$ cat config.mk
export PLATFORM = sky130hd
export DESIGN_NAME = core_hazard_ctrl_flat
export DESIGN_NICKNAME = d
export VERILOG_FILES = /design/src/rtl/core_hazard_ctrl_if.sv /design/src/rtl/core_hazard_ctrl.sv /design/src/flat_wrapper.sv
export SDC_FILE = /design/constraint.sdc
export NUM_CORES = 1
export LEC_CHECK = 0
export ABC_AREA = 1
export ABC_CLOCK_PERIOD_IN_PS = 5600
export CAP_MARGIN = 20
export CORE_MARGIN = 5
export CORE_UTILIZATION = 40
export DETAILED_ROUTE_END_ITERATION = 7
export GPL_TIMING_DRIVEN = 0
export PLACE_DENSITY = 0.74
export SLEW_MARGIN = 40
export SYNTH_ARGS = -nofsm -noshare
export SYNTH_HDL_FRONTEND = slang
export SYNTH_SLANG_ARGS = --single-unit
$ cat constraint.sdc
create_clock -name clk -period 5.6 [get_ports clk]
set_input_delay 1.4 -clock clk [delete_from_list [all_inputs] [get_ports clk]]
set_output_delay 1.4 -clock clk [all_outputs]
set_load 0.1 [all_outputs]
$ cat src/rtl/core_hazard_ctrl_if.sv
// Hazard-controller bundle: producer/consumer info from the pipeline stages,
// stage stall/flush/bubble controls and EX forwarding selects back.
interface core_hazard_ctrl_if #(
    parameter int RFIDX_W = 5
);
    logic               id_valid;
    logic               id_rs1_ren;
    logic               id_rs2_ren;
    logic [RFIDX_W-1:0] id_rs1_idx;
    logic [RFIDX_W-1:0] id_rs2_idx;
    logic [RFIDX_W-1:0] id_rsd_idx;
    logic               id_rsd_wen;
    logic               ex_valid;
    logic               ex_rsd_wen;
    logic               ex_is_load;
    logic [RFIDX_W-1:0] ex_rsd_idx;
    logic               mem_valid;
    logic               mem_rsd_wen;
    logic [RFIDX_W-1:0] mem_rsd_idx;
    logic               wb_valid;
    logic               wb_rsd_wen;
    logic [RFIDX_W-1:0] wb_rsd_idx;
    logic               ex_redirect;
    logic               mem_busy;
    logic               if_stall;
    logic               id_stall;
    logic               if2id_flush;
    logic               id2ex_bubble;
    logic               ex_stall;
    logic               mem_stall;
    logic               mem2wb_bubble;
    logic [1:0]         fwd_rs1_sel;
    logic [1:0]         fwd_rs2_sel;

    modport master (
        output id_valid, id_rs1_ren, id_rs2_ren, id_rs1_idx, id_rs2_idx, id_rsd_idx, id_rsd_wen,
        output ex_valid, ex_rsd_wen, ex_is_load, ex_rsd_idx,
        output mem_valid, mem_rsd_wen, mem_rsd_idx,
        output wb_valid, wb_rsd_wen, wb_rsd_idx,
        output ex_redirect, mem_busy,
        input  if_stall, id_stall, if2id_flush, id2ex_bubble, ex_stall, mem_stall, mem2wb_bubble,
        input  fwd_rs1_sel, fwd_rs2_sel
    );

    modport slave (
        input  id_valid, id_rs1_ren, id_rs2_ren, id_rs1_idx, id_rs2_idx, id_rsd_idx, id_rsd_wen,
        input  ex_valid, ex_rsd_wen, ex_is_load, ex_rsd_idx,
        input  mem_valid, mem_rsd_wen, mem_rsd_idx,
        input  wb_valid, wb_rsd_wen, wb_rsd_idx,
        input  ex_redirect, mem_busy,
        output if_stall, id_stall, if2id_flush, id2ex_bubble, ex_stall, mem_stall, mem2wb_bubble,
        output fwd_rs1_sel, fwd_rs2_sel
    );
endinterface

$ cat src/rtl/core_hazard_ctrl.sv
// Five-stage pipeline sequencing controller: scoreboard, RAW/load-use hazards, memory wait,
// EX redirect flush. Define CORE_FWD_EN to enable EX operand forwarding (load-use stalls only).
module core_hazard_ctrl #(
    parameter int RFIDX_W      = 5,
    parameter int NUM_REGS     = 32,
    parameter int FLUSH_CYCLES = 1
) (
    input  logic             clk,
    input  logic             rst_n,
    core_hazard_ctrl_if.slave hz
);
    typedef enum logic [2:0] {S_INIT, S_RUN, S_HAZ, S_FLUSH, S_MWAIT} state_t;

    localparam logic [1:0] FLUSH_LOAD = 2'(FLUSH_CYCLES - 1);

    state_t              state_q, state_d;
    logic [1:0]          cnt_q, cnt_d;
    logic [NUM_REGS-1:0] busy_q, busy_d;
    logic                hazard;
    logic                issue;
    logic                if_stall, id_stall, if2id_flush, id2ex_bubble;
    logic                ex_stall, mem_stall, mem2wb_bubble;
    logic [1:0]          fwd_rs1_sel, fwd_rs2_sel;

    function automatic logic tracked(input logic [RFIDX_W-1:0] idx);
        return (idx != '0) && (int'(idx) < NUM_REGS);
    endfunction

`ifdef CORE_FWD_EN
    logic ex_wr, mem_wr;

    assign ex_wr  = hz.ex_valid & hz.ex_rsd_wen & (hz.ex_rsd_idx != '0);
    assign mem_wr = hz.mem_valid & hz.mem_rsd_wen & (hz.mem_rsd_idx != '0);

    // Only a load in EX cannot be forwarded in time; everything else is bypassed.
    assign hazard = hz.id_valid & ex_wr & hz.ex_is_load &
                    ((hz.id_rs1_ren & (hz.id_rs1_idx == hz.ex_rsd_idx)) |
                     (hz.id_rs2_ren & (hz.id_rs2_idx == hz.ex_rsd_idx)));

    always_comb begin
        fwd_rs1_sel = 2'b00;
        fwd_rs2_sel = 2'b00;
        if (hz.id_rs1_idx != '0) begin
            if (ex_wr & ~hz.ex_is_load & (hz.ex_rsd_idx == hz.id_rs1_idx))
                fwd_rs1_sel = 2'b01;
            else if (mem_wr & (hz.mem_rsd_idx == hz.id_rs1_idx))
                fwd_rs1_sel = 2'b10;
        end
        if (hz.id_rs2_idx != '0) begin
            if (ex_wr & ~hz.ex_is_load & (hz.ex_rsd_idx == hz.id_rs2_idx))
                fwd_rs2_sel = 2'b01;
            else if (mem_wr & (hz.mem_rsd_idx == hz.id_rs2_idx))
                fwd_rs2_sel = 2'b10;
        end
        if (!rst_n) begin
            fwd_rs1_sel = 2'b00;
            fwd_rs2_sel = 2'b00;
        end
    end
`else
    logic unused_fwd_inputs;

    assign unused_fwd_inputs = ^{hz.ex_valid, hz.ex_rsd_wen, hz.ex_is_load, hz.ex_rsd_idx,
                                 hz.mem_valid, hz.mem_rsd_wen, hz.mem_rsd_idx};

    // The regfile is not write-through, so a register retiring this cycle still stalls.
    assign hazard = hz.id_valid &
                    ((hz.id_rs1_ren & tracked(hz.id_rs1_idx) & busy_q[hz.id_rs1_idx]) |
                     (hz.id_rs2_ren & tracked(hz.id_rs2_idx) & busy_q[hz.id_rs2_idx]));
    assign fwd_rs1_sel = 2'b00;
    assign fwd_rs2_sel = 2'b00;
`endif

    // Priority mem_busy > ex_redirect > hazard; a memory wait freezes a flush in progress.
    always_comb begin
        state_d       = state_q;
        cnt_d         = cnt_q;
        if_stall      = 1'b0;
        id_stall      = 1'b0;
        if2id_flush   = 1'b0;
        id2ex_bubble  = 1'b0;
        ex_stall      = 1'b0;
        mem_stall     = 1'b0;
        mem2wb_bubble = 1'b0;
        if (state_q == S_INIT) begin
            if2id_flush  = 1'b1;
            id2ex_bubble = 1'b1;
            state_d      = S_RUN;
        end else if (hz.mem_busy) begin
            if_stall      = 1'b1;
            id_stall      = 1'b1;
            ex_stall      = 1'b1;
            mem_stall     = 1'b1;
            mem2wb_bubble = 1'b1;
            if (state_q != S_FLUSH)
                state_d = S_MWAIT;
        end else if (hz.ex_redirect) begin
            if2id_flush  = 1'b1;
            id2ex_bubble = 1'b1;
            cnt_d        = FLUSH_LOAD;
            state_d      = (FLUSH_LOAD == 2'd0) ? S_RUN : S_FLUSH;
        end else if (state_q == S_FLUSH) begin
            if2id_flush  = 1'b1;
            id2ex_bubble = 1'b1;
            cnt_d        = cnt_q - 2'd1;
            if (cnt_q <= 2'd1)
                state_d = S_RUN;
        end else if (hazard) begin
            if_stall     = 1'b1;
            id_stall     = 1'b1;
            id2ex_bubble = 1'b1;
            state_d      = S_HAZ;
        end else begin
            state_d = S_RUN;
        end
    end

    assign issue = hz.id_valid & ~id_stall & ~id2ex_bubble & hz.id_rsd_wen & tracked(hz.id_rsd_idx);

    // Set is applied after clear so a same-cycle retire and re-issue keeps the bit.
    always_comb begin
        busy_d = busy_q;
        if (hz.wb_valid & hz.wb_rsd_wen & tracked(hz.wb_rsd_idx))
            busy_d[hz.wb_rsd_idx] = 1'b0;
        if (issue)
            busy_d[hz.id_rsd_idx] = 1'b1;
    end

    always_ff @(posedge clk) begin
        if (!rst_n) begin
            state_q <= S_INIT;
            cnt_q   <= 2'd0;
            busy_q  <= '0;
        end else begin
            state_q <= state_d;
            cnt_q   <= cnt_d;
            busy_q  <= busy_d;
        end
    end

    assign hz.if_stall      = rst_n & if_stall;
    assign hz.id_stall      = rst_n & id_stall;
    assign hz.if2id_flush   = ~rst_n | if2id_flush;
    assign hz.id2ex_bubble  = ~rst_n | id2ex_bubble;
    assign hz.ex_stall      = rst_n & ex_stall;
    assign hz.mem_stall     = rst_n & mem_stall;
    assign hz.mem2wb_bubble = rst_n & mem2wb_bubble;
    assign hz.fwd_rs1_sel   = fwd_rs1_sel;
    assign hz.fwd_rs2_sel   = fwd_rs2_sel;
endmodule

$ cat src/flat_wrapper.sv
// flat-port wrapper written by rule: the top's interface ports become plain ports
module core_hazard_ctrl_flat 
#(
    parameter int RFIDX_W      = 5,
    parameter int NUM_REGS     = 32,
    parameter int FLUSH_CYCLES = 1
)
  (clk, rst_n, hz_id_valid, hz_id_rs1_ren, hz_id_rs2_ren, hz_id_rs1_idx, hz_id_rs2_idx, hz_id_rsd_idx, hz_id_rsd_wen, hz_ex_valid, hz_ex_rsd_wen, hz_ex_is_load, hz_ex_rsd_idx, hz_mem_valid, hz_mem_rsd_wen, hz_mem_rsd_idx, hz_wb_valid, hz_wb_rsd_wen, hz_wb_rsd_idx, hz_ex_redirect, hz_mem_busy, hz_if_stall, hz_id_stall, hz_if2id_flush, hz_id2ex_bubble, hz_ex_stall, hz_mem_stall, hz_mem2wb_bubble, hz_fwd_rs1_sel, hz_fwd_rs2_sel);
  core_hazard_ctrl_if #(.RFIDX_W(RFIDX_W)) hz_i ();
  input  logic clk;
  input  logic rst_n;
  input wire logic [$bits(hz_i.id_valid)-1:0] hz_id_valid;
  input wire logic [$bits(hz_i.id_rs1_ren)-1:0] hz_id_rs1_ren;
  input wire logic [$bits(hz_i.id_rs2_ren)-1:0] hz_id_rs2_ren;
  input wire logic [$bits(hz_i.id_rs1_idx)-1:0] hz_id_rs1_idx;
  input wire logic [$bits(hz_i.id_rs2_idx)-1:0] hz_id_rs2_idx;
  input wire logic [$bits(hz_i.id_rsd_idx)-1:0] hz_id_rsd_idx;
  input wire logic [$bits(hz_i.id_rsd_wen)-1:0] hz_id_rsd_wen;
  input wire logic [$bits(hz_i.ex_valid)-1:0] hz_ex_valid;
  input wire logic [$bits(hz_i.ex_rsd_wen)-1:0] hz_ex_rsd_wen;
  input wire logic [$bits(hz_i.ex_is_load)-1:0] hz_ex_is_load;
  input wire logic [$bits(hz_i.ex_rsd_idx)-1:0] hz_ex_rsd_idx;
  input wire logic [$bits(hz_i.mem_valid)-1:0] hz_mem_valid;
  input wire logic [$bits(hz_i.mem_rsd_wen)-1:0] hz_mem_rsd_wen;
  input wire logic [$bits(hz_i.mem_rsd_idx)-1:0] hz_mem_rsd_idx;
  input wire logic [$bits(hz_i.wb_valid)-1:0] hz_wb_valid;
  input wire logic [$bits(hz_i.wb_rsd_wen)-1:0] hz_wb_rsd_wen;
  input wire logic [$bits(hz_i.wb_rsd_idx)-1:0] hz_wb_rsd_idx;
  input wire logic [$bits(hz_i.ex_redirect)-1:0] hz_ex_redirect;
  input wire logic [$bits(hz_i.mem_busy)-1:0] hz_mem_busy;
  output wire logic [$bits(hz_i.if_stall)-1:0] hz_if_stall;
  output wire logic [$bits(hz_i.id_stall)-1:0] hz_id_stall;
  output wire logic [$bits(hz_i.if2id_flush)-1:0] hz_if2id_flush;
  output wire logic [$bits(hz_i.id2ex_bubble)-1:0] hz_id2ex_bubble;
  output wire logic [$bits(hz_i.ex_stall)-1:0] hz_ex_stall;
  output wire logic [$bits(hz_i.mem_stall)-1:0] hz_mem_stall;
  output wire logic [$bits(hz_i.mem2wb_bubble)-1:0] hz_mem2wb_bubble;
  output wire logic [$bits(hz_i.fwd_rs1_sel)-1:0] hz_fwd_rs1_sel;
  output wire logic [$bits(hz_i.fwd_rs2_sel)-1:0] hz_fwd_rs2_sel;
  assign hz_i.id_valid = hz_id_valid;
  assign hz_i.id_rs1_ren = hz_id_rs1_ren;
  assign hz_i.id_rs2_ren = hz_id_rs2_ren;
  assign hz_i.id_rs1_idx = hz_id_rs1_idx;
  assign hz_i.id_rs2_idx = hz_id_rs2_idx;
  assign hz_i.id_rsd_idx = hz_id_rsd_idx;
  assign hz_i.id_rsd_wen = hz_id_rsd_wen;
  assign hz_i.ex_valid = hz_ex_valid;
  assign hz_i.ex_rsd_wen = hz_ex_rsd_wen;
  assign hz_i.ex_is_load = hz_ex_is_load;
  assign hz_i.ex_rsd_idx = hz_ex_rsd_idx;
  assign hz_i.mem_valid = hz_mem_valid;
  assign hz_i.mem_rsd_wen = hz_mem_rsd_wen;
  assign hz_i.mem_rsd_idx = hz_mem_rsd_idx;
  assign hz_i.wb_valid = hz_wb_valid;
  assign hz_i.wb_rsd_wen = hz_wb_rsd_wen;
  assign hz_i.wb_rsd_idx = hz_wb_rsd_idx;
  assign hz_i.ex_redirect = hz_ex_redirect;
  assign hz_i.mem_busy = hz_mem_busy;
  assign hz_if_stall = hz_i.if_stall;
  assign hz_id_stall = hz_i.id_stall;
  assign hz_if2id_flush = hz_i.if2id_flush;
  assign hz_id2ex_bubble = hz_i.id2ex_bubble;
  assign hz_ex_stall = hz_i.ex_stall;
  assign hz_mem_stall = hz_i.mem_stall;
  assign hz_mem2wb_bubble = hz_i.mem2wb_bubble;
  assign hz_fwd_rs1_sel = hz_i.fwd_rs1_sel;
  assign hz_fwd_rs2_sel = hz_i.fwd_rs2_sel;
  core_hazard_ctrl #(.RFIDX_W(RFIDX_W), .NUM_REGS(NUM_REGS), .FLUSH_CYCLES(FLUSH_CYCLES)) u_core (.clk(clk), .rst_n(rst_n), .hz(hz_i));
endmodule
* Word-level counts from Yosys, hierarchy flattened *
Cells that the tools add are included.

storage, ports and cells
  bits in registers = 37
  bits of input ports = 45
  output and inout port bits = 11
  word-level logic and storage cells = 88

operators by class
  add/sub/neg operators = 1
  magnitude comparators = 7
  eq/ne operators = 6
  mux-type cells = 34
  bitwise gates (word level) = 24
  reductions and logical operators = 12

operators with widths
  operator            number
  $mux 32             2
  $and 32x32->32      1
  $not 32->32         1
  $or 32x32->32       1
  $lt 5x6->1 const B  4
  $mux 1              20
  $reduce_bool 5->1   4
  $mux 3              5
  $and 1x1->1         13
  $bmux 1 s5          2
  $demux 1 s5         2
  $ge 5x1->1 const B  2
  $mux 2              3
  $ne 5x4->1 const B  1
  $not 1->1           5
  $ne 4x4->1 const B  1
  $reduce_and 2->1    2
  $eq 3x2->1 const B  1
  $logic_not 3->1     1
  $ne 3x1->1 const B  1
  $ne 3x2->1 const B  1
  $or 1x1->1          3
  $reduce_and 3->1    1
  $le 2x1->1 const B  1
  5 further kinds     6

* Depth between registers and ports, before layout *
  depth in word-level cells = 16
  depth in mapped cells = 17
  mapped depth without buffers = 14

* Worst setup path after synthesis *
No wires, ideal clock.

  path kind = in2out
  from = input port hz_id_rs1_idx[0]
  to = output port hz_if_stall
  arrival = 4340 ps
  data required time = 4200 ps
  path slack = -140 ps
  cell stages on the path = 17
  path buffers = 4
  cells stage by stage = buf_6 inv_6 buf_8 nand2_1 nand3_1 nand3_1 nand2_1 nand2_1 nand3_1 nand3_2 nand2_2 nand3_2 nand2_2 nand2_4 buf_12 nor2_1 buf_4

between the ends
  word-level cells in the longest chain between the ends = 11
  elaborated cells between the ends (all ways) = 13
  classes of those cells = 7 x mux; 5 x bitwise; 1 x reduce/logical

RTL lines
  what                                                                line                                            RTL
  from (decl)                                                         flat_wrapper.sv:15                              input wire logic [$bits(hz_i.id_rs1_idx)-1:0] hz_id_rs1_idx;
  $bmux 1 s5 / $reduce_bool 5->1 (equally long branches)              core_hazard_ctrl.sv:68, core_hazard_ctrl.sv:26
  $mux 1 (not written as such) / $and 1x1->1 (equally long branches)  core_hazard_ctrl.sv:68                          ((hz.id_rs1_ren & tracked(hz.id_rs1_idx) & busy_q[hz.id_rs1_idx]) |
  $and 1x1->1 (*)                                                     core_hazard_ctrl.sv:68
  $or 1x1->1 (*)                                                      core_hazard_ctrl.sv:68
  $and 1x1->1 (*)                                                     core_hazard_ctrl.sv:67                          assign hazard = hz.id_valid &
  $mux 1 (*) (5 in series)                                            n/a
  $and 1x1->1 (*)                                                     n/a
  to (decl)                                                           flat_wrapper.sv:31                              output wire logic [$bits(hz_i.if_stall)-1:0] hz_if_stall;

Every way passes the cells marked *; elsewhere a longest branch is shown, timed or not. The select of a mux whose other input is x is not followed.

* Worst setup path in the final report *
  from = input port hz_id_rs2_idx[2]
  to = output port hz_if_stall

between the ends
  word-level cells in the longest chain between the ends = 11
  elaborated cells between the ends (all ways) = 13
  classes of those cells = 7 x mux; 5 x bitwise; 1 x reduce/logical

RTL lines
  what                                                                line                                            RTL
  from (decl)                                                         flat_wrapper.sv:16                              input wire logic [$bits(hz_i.id_rs2_idx)-1:0] hz_id_rs2_idx;
  $bmux 1 s5 / $reduce_bool 5->1 (equally long branches)              core_hazard_ctrl.sv:69, core_hazard_ctrl.sv:26
  $mux 1 (not written as such) / $and 1x1->1 (equally long branches)  core_hazard_ctrl.sv:69                          (hz.id_rs2_ren & tracked(hz.id_rs2_idx) & busy_q[hz.id_rs2_idx]));
  $and 1x1->1 (*)                                                     core_hazard_ctrl.sv:69
  $or 1x1->1 (*)                                                      core_hazard_ctrl.sv:68
  $and 1x1->1 (*)                                                     core_hazard_ctrl.sv:67
  $mux 1 (*)                                                          core_hazard_ctrl.sv:108                         end else if (hazard) begin
  $mux 1 (*)                                                          core_hazard_ctrl.sv:102                         end else if (state_q == S_FLUSH) begin
  $mux 1 (*)                                                          core_hazard_ctrl.sv:97                          end else if (hz.ex_redirect) begin
  $mux 1 (*)                                                          core_hazard_ctrl.sv:89                          end else if (hz.mem_busy) begin
  $mux 1 (*)                                                          core_hazard_ctrl.sv:85                          if (state_q == S_INIT) begin
  $and 1x1->1 (*)                                                     core_hazard_ctrl.sv:141                         assign hz.if_stall = rst_n & if_stall;

Marked as above.

==> impl_results.rst <==
.. list-table::
   :header-rows: 1

   * - Metric
     - Value
   * - Most common cell after layout, fill and taps aside
     - nand2_1
   * - Number of antenna violations at the first check in global routing
     - 0
   * - Type of element capturing the critical path
     - output port
   * - RePlAce Congestion
     - about 0.95
   * - Worst IR drop on VDD
     - 0.1151 mV
   * - Number of synthesized register bits
     - 37
   * - Num CTS Buffers
     - 5
   * - Overall power consumption
     - about 630 uW
   * - Setup Crit Path Kind
     - input pin to output port
   * - Gate Count Post-Synth
     - 423
   * - Initial DRT Pass Iterations
     - 5
   * - DR iter-0 viols
     - between 200 and 250
   * - Category of the worst setup path launch point
     - input pin
   * - Max cap viols
     - 0
   * - Root buffer selected by CTS
     - clkbuf_8
   * - Die boundary width
     - 95.56 um
   * - Final worst clock skew
     - slightly below 0.005 ns
   * - Hold Slack
     - a little under 0.5 ns
   * - Bufs on Longest Clock Path
     - 2
   * - Tot GR Track Use
     - 0.1916
   * - Worst-skew pair later-pin latency
     - around 0.29 ns
   * - Worst-margin pin slew
     - slightly above 0.7 ns
   * - Power density over the cells
     - ~180 nW/um^2
   * - Max FO, Critical Path
     - 10
   * - Relative slew slack
     - 0.5284
   * - Total length of routed wires
     - ~8200 um
   * - Initial Util
     - 0.4080
   * - Clock slew seen by the registers of the worst setup and hold paths
     - 0.07 ns
   * - Number of setup violations in the final report
     - 0
   * - Core Box Area
     - 7176 um^2
   * - Final-report hold violation count
     - 0
   * - Hold/Removal Path Class
     - flop to flop
   * - Average cell area after synthesis
     - approximately 6.9 um^2
   * - HPWL after detailed placement
     - 6398 um
   * - Most frequent cells in the layout
     - nand2_1, nor2_1, nand3_1
   * - Post-CTS Hold Fix Bufs
     - 0
   * - Row cnt
     - 31
   * - Setup repair after global routing missed its margin
     - no
   * - Non-filler instance count after layout
     - around 570
   * - Clock tree from TritonCTS
     - built
   * - Grt total ovfl
     - 0
   * - Number of levels the H-tree was split into
     - 2
   * - Largest net degree at the start of global routing
     - 12
   * - Layout Area Growth over Synthesis
     - 17.26%
   * - Max Fclk
     - between 0.15 and 0.2 GHz
   * - Clk sinks
     - 37
   * - Pins Over Slew Limit
     - 0
   * - Number of global-route vias before repair
     - roughly 2,800
   * - Quantity of gates resized following cts
     - 0
   * - Input/output buffers
     - 32
   * - Leakage power of the design
     - approximately 1.3 nW
   * - Placed insts
     - around 560
   * - Final layout net count
     - 511
   * - Share of synthesized area occupied by flip-flops and latches
     - 0.2530
   * - Count of synthesis-stage warnings from yosys
     - 0
   * - Final total negative setup slack
     - 0 ns
   * - Via Count
     - 2,995
   * - Shortest clock period the worst path allows after layout
     - between 5 and 6 ns
   * - Unique masters post-synth
     - 33
   * - # DRC
     - 0
   * - Die extent in y
     - about 96 um
   * - Routed via count divided by cell count
     - around 5.3
   * - Boundary Pins
     - 56
   * - Post-layout instance area
     - between 3000 and 4000 um^2
   * - Outcome
     - complete, no violations
   * - Worst path arrival time
     - about 3.9 ns
   * - Number of antenna repair diodes
     - 0
   * - Count of buffers added by post-CTS timing repair for setup
     - 0
   * - Cell area after synthesis
     - between 2000 and 3000 um^2
   * - Area taken by flip-flops and latches
     - between 700 and 800 um^2
   * - Area of combinational cells with multiple inputs
     - 1800 um^2
   * - Die area
     - 9131 um^2
   * - First-pass GRT wire length
     - around 14,000 um
   * - Average wire per standard cell
     - approximately 15 um
   * - Data required time of the worst path
     - around 4.2 ns
   * - Number of routed nets with antenna violations
     - 0
   * - Instance area at placement
     - about 3400 um^2
   * - Post-route clock period utilization
     - 0.9402
   * - # fillers
     - between 700 and 800
   * - Share of post-route cells with drive strength above 1
     - 0.2446
==> cells in the mapped netlist, drive strengths merged <==
library cell	n	area share
ha	1	0.0043
clkbuf	4	0.0085
o211ai	1	0.0026
dfxtp	37	0.25
clkinv	1	0.0013
nand3	85	0.20
conb	1	0.0013
inv	37	0.050
nand4	8	0.017
o21a	1	0.0026
a31o	1	0.0030
nand2	76	0.11
nor2	64	0.083
o211a	1	0.0034
buf	20	0.077
a211oi	1	0.0026
o21ai	44	0.079
nor3	5	0.0085
a21oi	35	0.097
==> registers in the layout, indices dropped and copies added (netlist names) <==
name,flops
u_core.state_q,3
u_core.busy_q,32
u_core.cnt_q,2
==> power by group <==
part           total, mW  switching [mW]  internal, mW  leakage, nW
clock network      0.180          0.0933        0.0862       0.0450
registers          0.267         0.00177         0.266        0.299
logic              0.180           0.121        0.0584        0.915
==> per-stage QoR <==
step | utilization | setup slack [ns]
3_5_place_dp | 0.4670 | 0.3767
3_3_place_gp | 0.4718 | -0.3183
6_report | 0.4785 | 0.3348
4_1_cts | 0.4785 | 0.3598
5_1_grt | 0.4785 | 0.1625
2_1_floorplan | - | 0.4001
==> critical path, cell delays in order <==
cell and delay (ns):
clkdlybuf4s50_1 0.58, inv_1 0.12, nor2_1 0.18, nand3_1 0.12
nand2_1 0.08, nor2_1 0.05, nand2_1 0.06, nand3_2 0.08
nand2_2 0.13, nand3_2 0.09, nand2_2 0.08, nand2_4 0.10
buf_12 0.17, nor2_2 0.11, buf_4 0.12, buf_2 0.41
==> metal layers <==
| layer | up-vias | track usage | routed length, um |
|---|---|---|---|
| li1 | 1494 | - | - |
| met1 | 1359 | 0.2421 | 3643 |
| met2 | 117 | 0.3138 | 3795 |
| met3 | 25 | 0.03710 | 525 |
| met4 | 0 | 0.08649 | 280 |
| met5 | - | 0 | 0 |
==> logic make-up after synthesis <==
family,after synthesis,synth area share
AOI/OAI and AO/OA,84,0.1902
DFF,37,0.2530
adders and majority gates,1,0.004273
other,1,0.001281
and+or+nand+nor,238,0.4145
buffers and inverters,62,0.1368
==> worst paths after layout <==
kind	from	end	slack [ns]	depth (start not counted)
hold reg to reg	u_core.cnt_q[1]	u_core.cnt_q[1]	0.50	2
setup / recovery	hz_id_rs2_idx[2]	hz_if_stall	0.33	16
hold / removal	u_core.cnt_q[1]	u_core.cnt_q[1]	0.50	2
setup reg to reg	u_core.state_q[0]	u_core.busy_q[29]	3.77	8
==> area by class of cell <==
type | instances | share of cell area
Clock buffer | 6 | 0.02114
Clock inverter | 2 | 0.002915
Tap cell | 99 | 0.03608
Inverter | 38 | 0.04373
Timing Repair Buffer | 32 | 0.08309
Multi-Input combinational cell | 327 | 0.5244
Sequential cell | 37 | 0.2157
Buffer | 24 | 0.07289
Note: power is estimated with default switching activity, not from simulation.
